$ cat config.mk
export PLATFORM = sky130hd
export DESIGN_NAME = gng_axis_out
export DESIGN_NICKNAME = d
export VERILOG_FILES = /design/src/rtl/gng_axis_out.sv
export SDC_FILE = /design/constraint.sdc
export NUM_CORES = 1
export LEC_CHECK = 0
export BUFFER_PORTS_ARGS = -buffer_cell sky130_fd_sc_hd__buf_2
export CORE_ASPECT_RATIO = 1.5
export CORE_MARGIN = 3
export CORE_UTILIZATION = 45
export CTS_CLUSTER_SIZE = 40
export DETAILED_ROUTE_END_ITERATION = 8
export PLACE_DENSITY_LB_ADDON = 0.2
export REMOVE_ABC_BUFFERS = 1
export SLEW_MARGIN = 10
export SYNTH_ARGS = -nofsm -noshare
export SYNTH_HDL_FRONTEND = slang
export SYNTH_SLANG_ARGS = --single-unit
export TNS_END_PERCENT = 50
$ cat constraint.sdc
create_clock -name clk -period 4.81 [get_ports clk]
set_input_delay 0.7215 -clock clk [delete_from_list [all_inputs] [get_ports clk]]
set_output_delay 0.7215 -clock clk [all_outputs]
set_load 0.05 [all_outputs]
$ cat src/rtl/gng_axis_out.sv
// Output stage for the noise generator: gain scaling, round/saturate, FWFT FIFO and AXI-Stream.
// Define GNG_AXIS_TLAST_EN to enable the frame counter that drives m_axis_tlast.
`timescale 1ns/1ps

module gng_axis_out #(
  parameter int unsigned FIFO_AW   = 4,
  parameter int unsigned FRAME_LEN = 256
) (
  input  logic        clk,
  input  logic        rstn,
  input  logic        valid_in,
  input  logic [15:0] data_in,
  input  logic [15:0] gain,
  input  logic        clr,
  output logic        m_axis_tvalid,
  input  logic        m_axis_tready,
  output logic [15:0] m_axis_tdata,
  output logic        m_axis_tlast,
  output logic [15:0] drop_cnt,
  output logic        sat_flag
);

  localparam int unsigned Depth = 2 ** FIFO_AW;
  localparam logic [FIFO_AW:0] PtrOne = {{FIFO_AW{1'b0}}, 1'b1};

  // ---------------------------------------------------------------------------
  // Stage 1: signed product of the sample and the zero-extended gain
  // ---------------------------------------------------------------------------
  logic               v1_q;
  logic               v2_q;
  logic signed [32:0] din_s;
  logic signed [32:0] gain_s;
  logic signed [32:0] p1_q;

  assign din_s  = {{17{data_in[15]}}, data_in};
  assign gain_s = {17'd0, gain};

  // ---------------------------------------------------------------------------
  // Stage 2: round half toward +inf, shift back to s<16,11>, saturate
  // ---------------------------------------------------------------------------
  logic signed [32:0] rnd;
  logic signed [32:0] shf;
  logic               clip_hi;
  logic               clip_lo;
  logic        [15:0] r2_d;
  logic        [15:0] r2_q;
  logic               sat_set;

  assign rnd     = p1_q + 33'sd2048;
  assign shf     = rnd >>> 12;
  assign clip_hi = shf > 33'sd32767;
  assign clip_lo = shf < -33'sd32768;
  assign sat_set = v1_q && (clip_hi || clip_lo);

  always_comb begin
    r2_d = shf[15:0];
    if (clip_hi) begin
      r2_d = 16'h7fff;
    end else if (clip_lo) begin
      r2_d = 16'h8000;
    end
  end

  always_ff @(posedge clk or negedge rstn) begin
    if (!rstn) begin
      v1_q <= 1'b0;
      v2_q <= 1'b0;
    end else begin
      v1_q <= valid_in;
      v2_q <= v1_q;
    end
  end

  // Data path registers are intentionally not reset; only the valids qualify them.
  always_ff @(posedge clk) begin
    p1_q <= din_s * gain_s;
    r2_q <= r2_d;
  end

  always_ff @(posedge clk or negedge rstn) begin
    if (!rstn) begin
      sat_flag <= 1'b0;
    end else if (clr) begin
      sat_flag <= 1'b0;
    end else if (sat_set) begin
      sat_flag <= 1'b1;
    end
  end

  // ---------------------------------------------------------------------------
  // First-word-fall-through FIFO
  // ---------------------------------------------------------------------------
  logic [FIFO_AW:0] wr_ptr_q;
  logic [FIFO_AW:0] rd_ptr_q;
  logic [15:0]      mem [Depth];
  logic             empty;
  logic             full;
  logic             pop;
  logic             push;
  logic             drop;

  assign empty = wr_ptr_q == rd_ptr_q;
  assign full  = (wr_ptr_q[FIFO_AW-1:0] == rd_ptr_q[FIFO_AW-1:0]) &&
                 (wr_ptr_q[FIFO_AW] != rd_ptr_q[FIFO_AW]);
  assign pop   = !empty && m_axis_tready;
  // A pop frees the slot in the same cycle, so a write into a full FIFO still lands.
  assign push  = v2_q && (!full || pop);
  assign drop  = v2_q && full && !pop;

  always_ff @(posedge clk or negedge rstn) begin
    if (!rstn) begin
      wr_ptr_q <= '0;
      rd_ptr_q <= '0;
    end else begin
      if (push) begin
        wr_ptr_q <= wr_ptr_q + PtrOne;
      end
      if (pop) begin
        rd_ptr_q <= rd_ptr_q + PtrOne;
      end
    end
  end

  always_ff @(posedge clk) begin
    if (push) begin
      mem[wr_ptr_q[FIFO_AW-1:0]] <= r2_q;
    end
  end

  assign m_axis_tvalid = !empty;
  assign m_axis_tdata  = mem[rd_ptr_q[FIFO_AW-1:0]];

  always_ff @(posedge clk or negedge rstn) begin
    if (!rstn) begin
      drop_cnt <= '0;
    end else if (clr) begin
      drop_cnt <= '0;
    end else if (drop && (drop_cnt != 16'hffff)) begin
      drop_cnt <= drop_cnt + 16'd1;
    end
  end

  // ---------------------------------------------------------------------------
  // Frame marker
  // ---------------------------------------------------------------------------
`ifdef GNG_AXIS_TLAST_EN
  localparam logic [15:0] FrameLast = 16'(FRAME_LEN - 1);

  logic [15:0] frame_cnt_q;

  always_ff @(posedge clk or negedge rstn) begin
    if (!rstn) begin
      frame_cnt_q <= '0;
    end else if (pop) begin
      frame_cnt_q <= (frame_cnt_q == FrameLast) ? 16'd0 : frame_cnt_q + 16'd1;
    end
  end

  // Counter only moves on a handshake, so tlast is stable during backpressure.
  assign m_axis_tlast = !empty && (frame_cnt_q == FrameLast);
`else
  assign m_axis_tlast = 1'b0;
`endif

endmodule
# [Word-level counts from Yosys, hierarchy flattened]
# Memory sizes are Yosys's and may differ from the RTL's.
# Index checks and enable logic that the tools add are counted.
[word_totals] reg_bits=78 ramBits=256 wordCells=41 mem_count=1
[mem_list] name="mem" words=16 word_bits=16 rd=1 rd_clocked_by_memory_dff=0 write_ports=1 line="95" rtl="logic [15:0] mem [Depth];"
[op_classes] n_addsub=4 multipliers=1 n_lt_le_gt_ge=2 eq_ne=4 mux=7 reduce_logical=14
[ops] op="$mux W16" count=3
[ops] op="$add A33 B13 Y33 const B" count=1
[ops] op="$mul A16 B17 Y33" count=1
[ops] op="$gt A21 B16 Y1 const B" count=1
[ops] op="$lt A21 B16 Y1 const B" count=1
[ops] op="$add A16 B1 Y16 const B" count=1
[ops] op="$ne A16 B16 Y1 const B" count=1
[ops] op="$add A5 B1 Y5 const B" count=2
[ops] op="$logic_and A1 B1 Y1" count=7
[ops] op="$eq A5 B5 Y1" count=1
[ops] op="$eq A4 B4 Y1" count=1
[ops] op="$mux W1" count=4
[ops] op="$reduce_bool A2 Y1" count=2
[ops] op="$logic_not A1 Y1" count=3
[ops] op="$logic_or A1 B1 Y1" count=2
[ops] op="$ne A1 B1 Y1" count=1

# [Logic depth before layout (Yosys ltp)]
[logic_depth] ltp_word=8 depth_mapped=22 mapped_depth_nobuf=20

# [Least setup slack after synthesis]
# OpenSTA, ideal clock, no wires.
[synth_path] kind="input to register" from="in gain[8]" to="reg p1_q[30]" t_arrival_ns=5.972 required_time_ns=4.687 setup_slack_ns=-1.285 stages=20 n_path_buf=2 cell_sequence="clkbuf_1 nand2_1 fa_1 inv_1 fa_1 fa_1 fa_1 fa_1 inv_1 fa_1 inv_1 ha_1 clkbuf_1 a211oi_1 o211ai_1 a21boi_0 nor3_1 a211oi_1 o21ai_1 xor2_1"
[synth_via] elab_chain_len=1
[synth_rtl] element="start: declaration" line="13" rtl="input logic [15:0] gain,"
[synth_rtl] element="$mul A16 B17 Y33" line="76" rtl="p1_q <= din_s * gain_s;"
[synth_rtl] element="end signal: assignment" line="76"
[synth_rtl] element="end: declaration" line="33" rtl="logic signed [32:0] p1_q;"
# Every way passes these cells.
# A chain may end at the register's enable or synchronous reset.

# [Worst setup path after layout]
[layout_path] from="in gain[4]" to="reg p1_q[31]"
# Same word-level chain as after synthesis.

==> qor_table.md <==
| Result | Reported |
| --- | --- |
| Per-cell routed wire length | 19.4 um |
| Antenna violations before repair | 0 |
| Synthesized area per cell | 13.0 um2 |
| Status | finished, violations left |
| Count of routing violations after the opening detailed-route iteration | 567 |
| Cell area after synthesis | 21000 um2 |
| Count of state elements after synthesis | 323 |
| Cell Rows | 96 |
| Worst flop-to-flop path startpoint | rd_ptr_q[1]$_DFFE_PN0P_ |
| Clock tree sinks | 323 |
| # H-tree levels | 1 |
| Height of the die | 271 um |
| Filler cells | 3939 |
| Area taken by flip-flops and latches | 9180 um2 |
| Crit Path Category | in2reg |
| CP cell instances | buf_2, and2_4, fa_1, inv_2, fa_1, inv_2, fa_1, fa_1, fa_1, inv_1, fa_1, inv_2, ha_4, nand2_2, or3_4, or2_1, o22ai_2, nor2_2, o41ai_2, xor2_1 |
| Weighted congestion reported at the end of routability-driven placement | 0.879 |
| Area used by multi-input combinational logic | 11300 um2 |
| Detailed placer's ending HPWL | 36200 um |
| Crit path buf inv count | 5 |
| Cell count after placement | 2378 |
| Launch point of the critical path | gain[4] |
| Drt pass-1 iters | 4 |
| Hold violation count in the final report | 0 |
| Overall global routing resource usage | 19.8% |
| Number of instances in the synthesized netlist | 1613 |
| Post-route insts no fill | 2448 |
| Fraction of layout cells with a size suffix above 1 | 28.0% |
| Clock period minus final worst setup slack | 5.47 ns |
| Sequential fraction of the synthesis area | 43.6% |
| Num CTS Buffers | 26 |
| Leading cell type in the layout, fill and taps excluded | sky130_fd_sc_hd__edfxtp_1 |
| Wire length of the first global-routing pass | 76700 um |
| Maximum buffer depth of the clock tree | 3 |
| Number of cells on the critical path | 20 |
| Port-buffer cells | 70 |
| Final setup violating endpoints | 22 |
| Buffer cell driving the clock tree root | sky130_fd_sc_hd__clkbuf_16 |
| Arrival time at the worst endpoint | 5.95 ns |
| Highest Clock Rate | 0.183 GHz |
| Pin count of the biggest net entering global routing | 31 |
| CP endpoint | p1_q[31]$_DFF_P_ |
| Worst R2R Path Depth | 7 |
| Max Slew Vio Count | 0 |
| Library cell appearing most often on the critical path | sky130_fd_sc_hd__fa_1 |
| Max-Slew Margin vs Limit | 22.5% |
| Vias post-DR | 12800 |
| Cell family contributing the most delay on the critical path | adder cells |
| Proportion of synthesized flip-flops having asynchronous set or reset | 8.98% |
| Total overflow reported by the global router | 0 |
| Worst Path Required | 5.29 ns |
| Clock input transition at the sequential cells of the worst setup and hold paths | 0.07 ns |
| Clock network latency to the later pin of the worst-skew pair | 0.54 ns |
| Total Negative Setup Slacks | -8.02 ns |
| Cell variety after synth | 65 |
| Sum of routed wire length over all layers | 47500 um |
| Final Skew | 0.0136 ns |
| Die width | 183 um |
| Actual transition at the worst max-transition pin | 1.16 ns |
| Critical register-to-register path endpoint | mem[6][1]$_DFFE_PP_ |
| Worst Setup End Kind | flop |
| Most common flop cell mapped by yosys | sky130_fd_sc_hd__edfxtp_1 |
| Delay of the slowest critical-path stage | 0.55 ns |
| Slack of the critical path | -0.662 ns |
| Maximum net fanout on the critical path | 4 |
| Setup repair after global routing missed its margin | yes |
| Inserted Diodes | 0 |
| Post-layout nets | 2196 |
| Commonest non-fill, non-tap cells in the layout | 256 x sky130_fd_sc_hd__edfxtp_1, 229 x sky130_fd_sc_hd__inv_1, 180 x sky130_fd_sc_hd__fa_1 |
| Flop-to-flop setup slack | 1.70 ns |
| Clock tree from TritonCTS | yes |
| Hold/Removal Path Class | in2async |
| Residual antenna-violating net count after detailed routing | 0 |
| Boundary Pins | 72 |
| Via count of the first global-routing pass | 14400 |
| Total die area | 49400 um2 |
| Synth warn | 0 |
| Via density per instance | 5.22 |
| Initial core utilization | 45.7% |
| Failing checks | setup timing |
| Max-cap viol count | 0 |
| Tcrit/Tclk final | 114% |
| CP startpoint kind | input pin |
| Cell type of the slowest stage on the worst timing path | sky130_fd_sc_hd__fa_1 |
| Area overhead of the layout relative to synthesis | 19.3% |
| Number of enable flip-flop cells after synthesis | 256 |
| DRC | 0 |
| Total core area | 46000 um2 |
-- metal layers --
layer | vias up | GRT usage (%) | part of all wire [%]
li1 | 5910 | - | -
met1 | 6555 | 21.3 | 36
met2 | 229 | 39.4 | 58
met3 | 89 | 1.45 | 2.5
met4 | 0 | 7.46 | 4.1
met5 | - | 0 | 0
-- logic make-up (layout without fill, tap and decap cells) --
group                      after synthesis  after routing  share of synthesized area (%)
muxes                                   83             83                           8.71
xor gates and xnor gates                69             69                           2.87
DFF                                    323            323                           43.6
buffers and inverters                  314            561                           5.69
and+or+nand+nor                        408            408                           10.1
other                                    1              1                         0.0178
AOI/OAI and AO/OA                       96             96                           3.16
adders and majority gates              319            319                           25.9
-- area by class of cell --
class	instances	area share (%)
inverters	250	3.76
clock inverters	11	0.414
flip-flops and latches	323	36.6
multi-input cells	976	44.9
clock buffers	37	3.00
well taps	588	2.93
repair buffers	263	8.42
-- synthesized netlist by cell type, types with 2 or more instances --
library cell	instances	area, um2
sky130_fd_sc_hd__buf_2	12	60.1
sky130_fd_sc_hd__nor3b_1	4	30.0
sky130_fd_sc_hd__and4b_1	4	40.0
sky130_fd_sc_hd__xor2_1	42	368
sky130_fd_sc_hd__buf_1	3	11.3
sky130_fd_sc_hd__edfxtp_1	256	7690
sky130_fd_sc_hd__xnor2_1	27	236
sky130_fd_sc_hd__o21ai_1	3	15.0
sky130_fd_sc_hd__clkbuf_1	48	180
sky130_fd_sc_hd__or3_1	3	18.8
sky130_fd_sc_hd__a211oi_1	7	52.6
sky130_fd_sc_hd__a21oi_1	24	120
sky130_fd_sc_hd__nor2_1	37	139
sky130_fd_sc_hd__dfrtp_1	29	726
sky130_fd_sc_hd__and4_1	10	87.6
sky130_fd_sc_hd__o211ai_1	2	15.0
sky130_fd_sc_hd__a21o_1	12	90.1
sky130_fd_sc_hd__nand2b_1	9	56.3
sky130_fd_sc_hd__o21ai_0	24	120
sky130_fd_sc_hd__inv_1	249	935
sky130_fd_sc_hd__nor4_1	2	12.5
sky130_fd_sc_hd__o211a_1	2	20.0
sky130_fd_sc_hd__mux4_2	80	1800
sky130_fd_sc_hd__fa_1	193	3860
sky130_fd_sc_hd__nor3_1	7	35.0
sky130_fd_sc_hd__a31oi_1	2	12.5
sky130_fd_sc_hd__mux2i_1	2	20.0
sky130_fd_sc_hd__and3_1	8	50.1
sky130_fd_sc_hd__a221oi_1	3	26.3
sky130_fd_sc_hd__nand2_1	155	582
sky130_fd_sc_hd__nor4bb_1	4	40.0
sky130_fd_sc_hd__and2_1	117	732
sky130_fd_sc_hd__dfxtp_1	38	761
sky130_fd_sc_hd__ha_1	126	1580
sky130_fd_sc_hd__nand4_1	20	125
sky130_fd_sc_hd__nand3_1	20	100
-- worst reg2reg max path: stages (launching register included) --
cell and delay [ns]:
sky130_fd_sc_hd__dfrtp_2 0.89, sky130_fd_sc_hd__xor2_1 0.29, sky130_fd_sc_hd__nor4_4 0.10, sky130_fd_sc_hd__a21boi_1 0.14, sky130_fd_sc_hd__buf_4 0.22, sky130_fd_sc_hd__nand2_1 0.18, sky130_fd_sc_hd__nor3b_2 0.58, sky130_fd_sc_hd__buf_4 0.39
-- what timing repair did --
| item | CTS | global route |
|---|---|---|
| hold buffers | 0 | 0 |
| setup endpoints to repair | 22 | 22 |
| gates resized for setup | 158 | 35 |
| setup buffers | 14 | 10 |
| pin swaps | 92 | 50 |
| cloned | 1 | 0 |
-- how the worst min path moves through the flow --
| stage | from | end | cells past startpoint |
|---|---|---|---|
| floorplan | v1_q$_DFF_PN0_ | v2_q$_DFF_PN0_ | 0 |
| global placement | v1_q$_DFF_PN0_ | v2_q$_DFF_PN0_ | 0 |
| detailed placement | v1_q$_DFF_PN0_ | v2_q$_DFF_PN0_ | 0 |
| CTS | rstn | wr_ptr_q[3]$_DFFE_PN0P_ | 1 |
| global route | rstn | wr_ptr_q[0]$_DFFE_PN0P_ | 1 |
| finish | rstn | drop_cnt[4]$_DFFE_PN0P_ | 1 |
-- flip-flops by register name, summed over array words and instances (netlist names) --
signal and flops:
rd_ptr_q 5, mem 256, sat_flag 1, wr_ptr_q 5, p1_q 22, v2_q 1, v1_q 1, r2_q 16
drop_cnt 16
-- through the flow --
step	hold WS (ns)	utilization [%]	setup WS, ns	cell area [um2]
2_1_floorplan	0.354	-	-1.13	20800
6_report	0.216	54.6	-0.662	25100
4_1_cts	0.219	54.2	-0.744	24900
3_3_place_gp	0.367	50.7	-1.50	23300
5_1_grt	0.247	54.6	-0.822	25100
3_5_place_dp	0.379	50.7	-1.54	23300
Power is not shown: default switching activity piles up to over one toggle a cycle in this logic, so the estimate is an artifact.
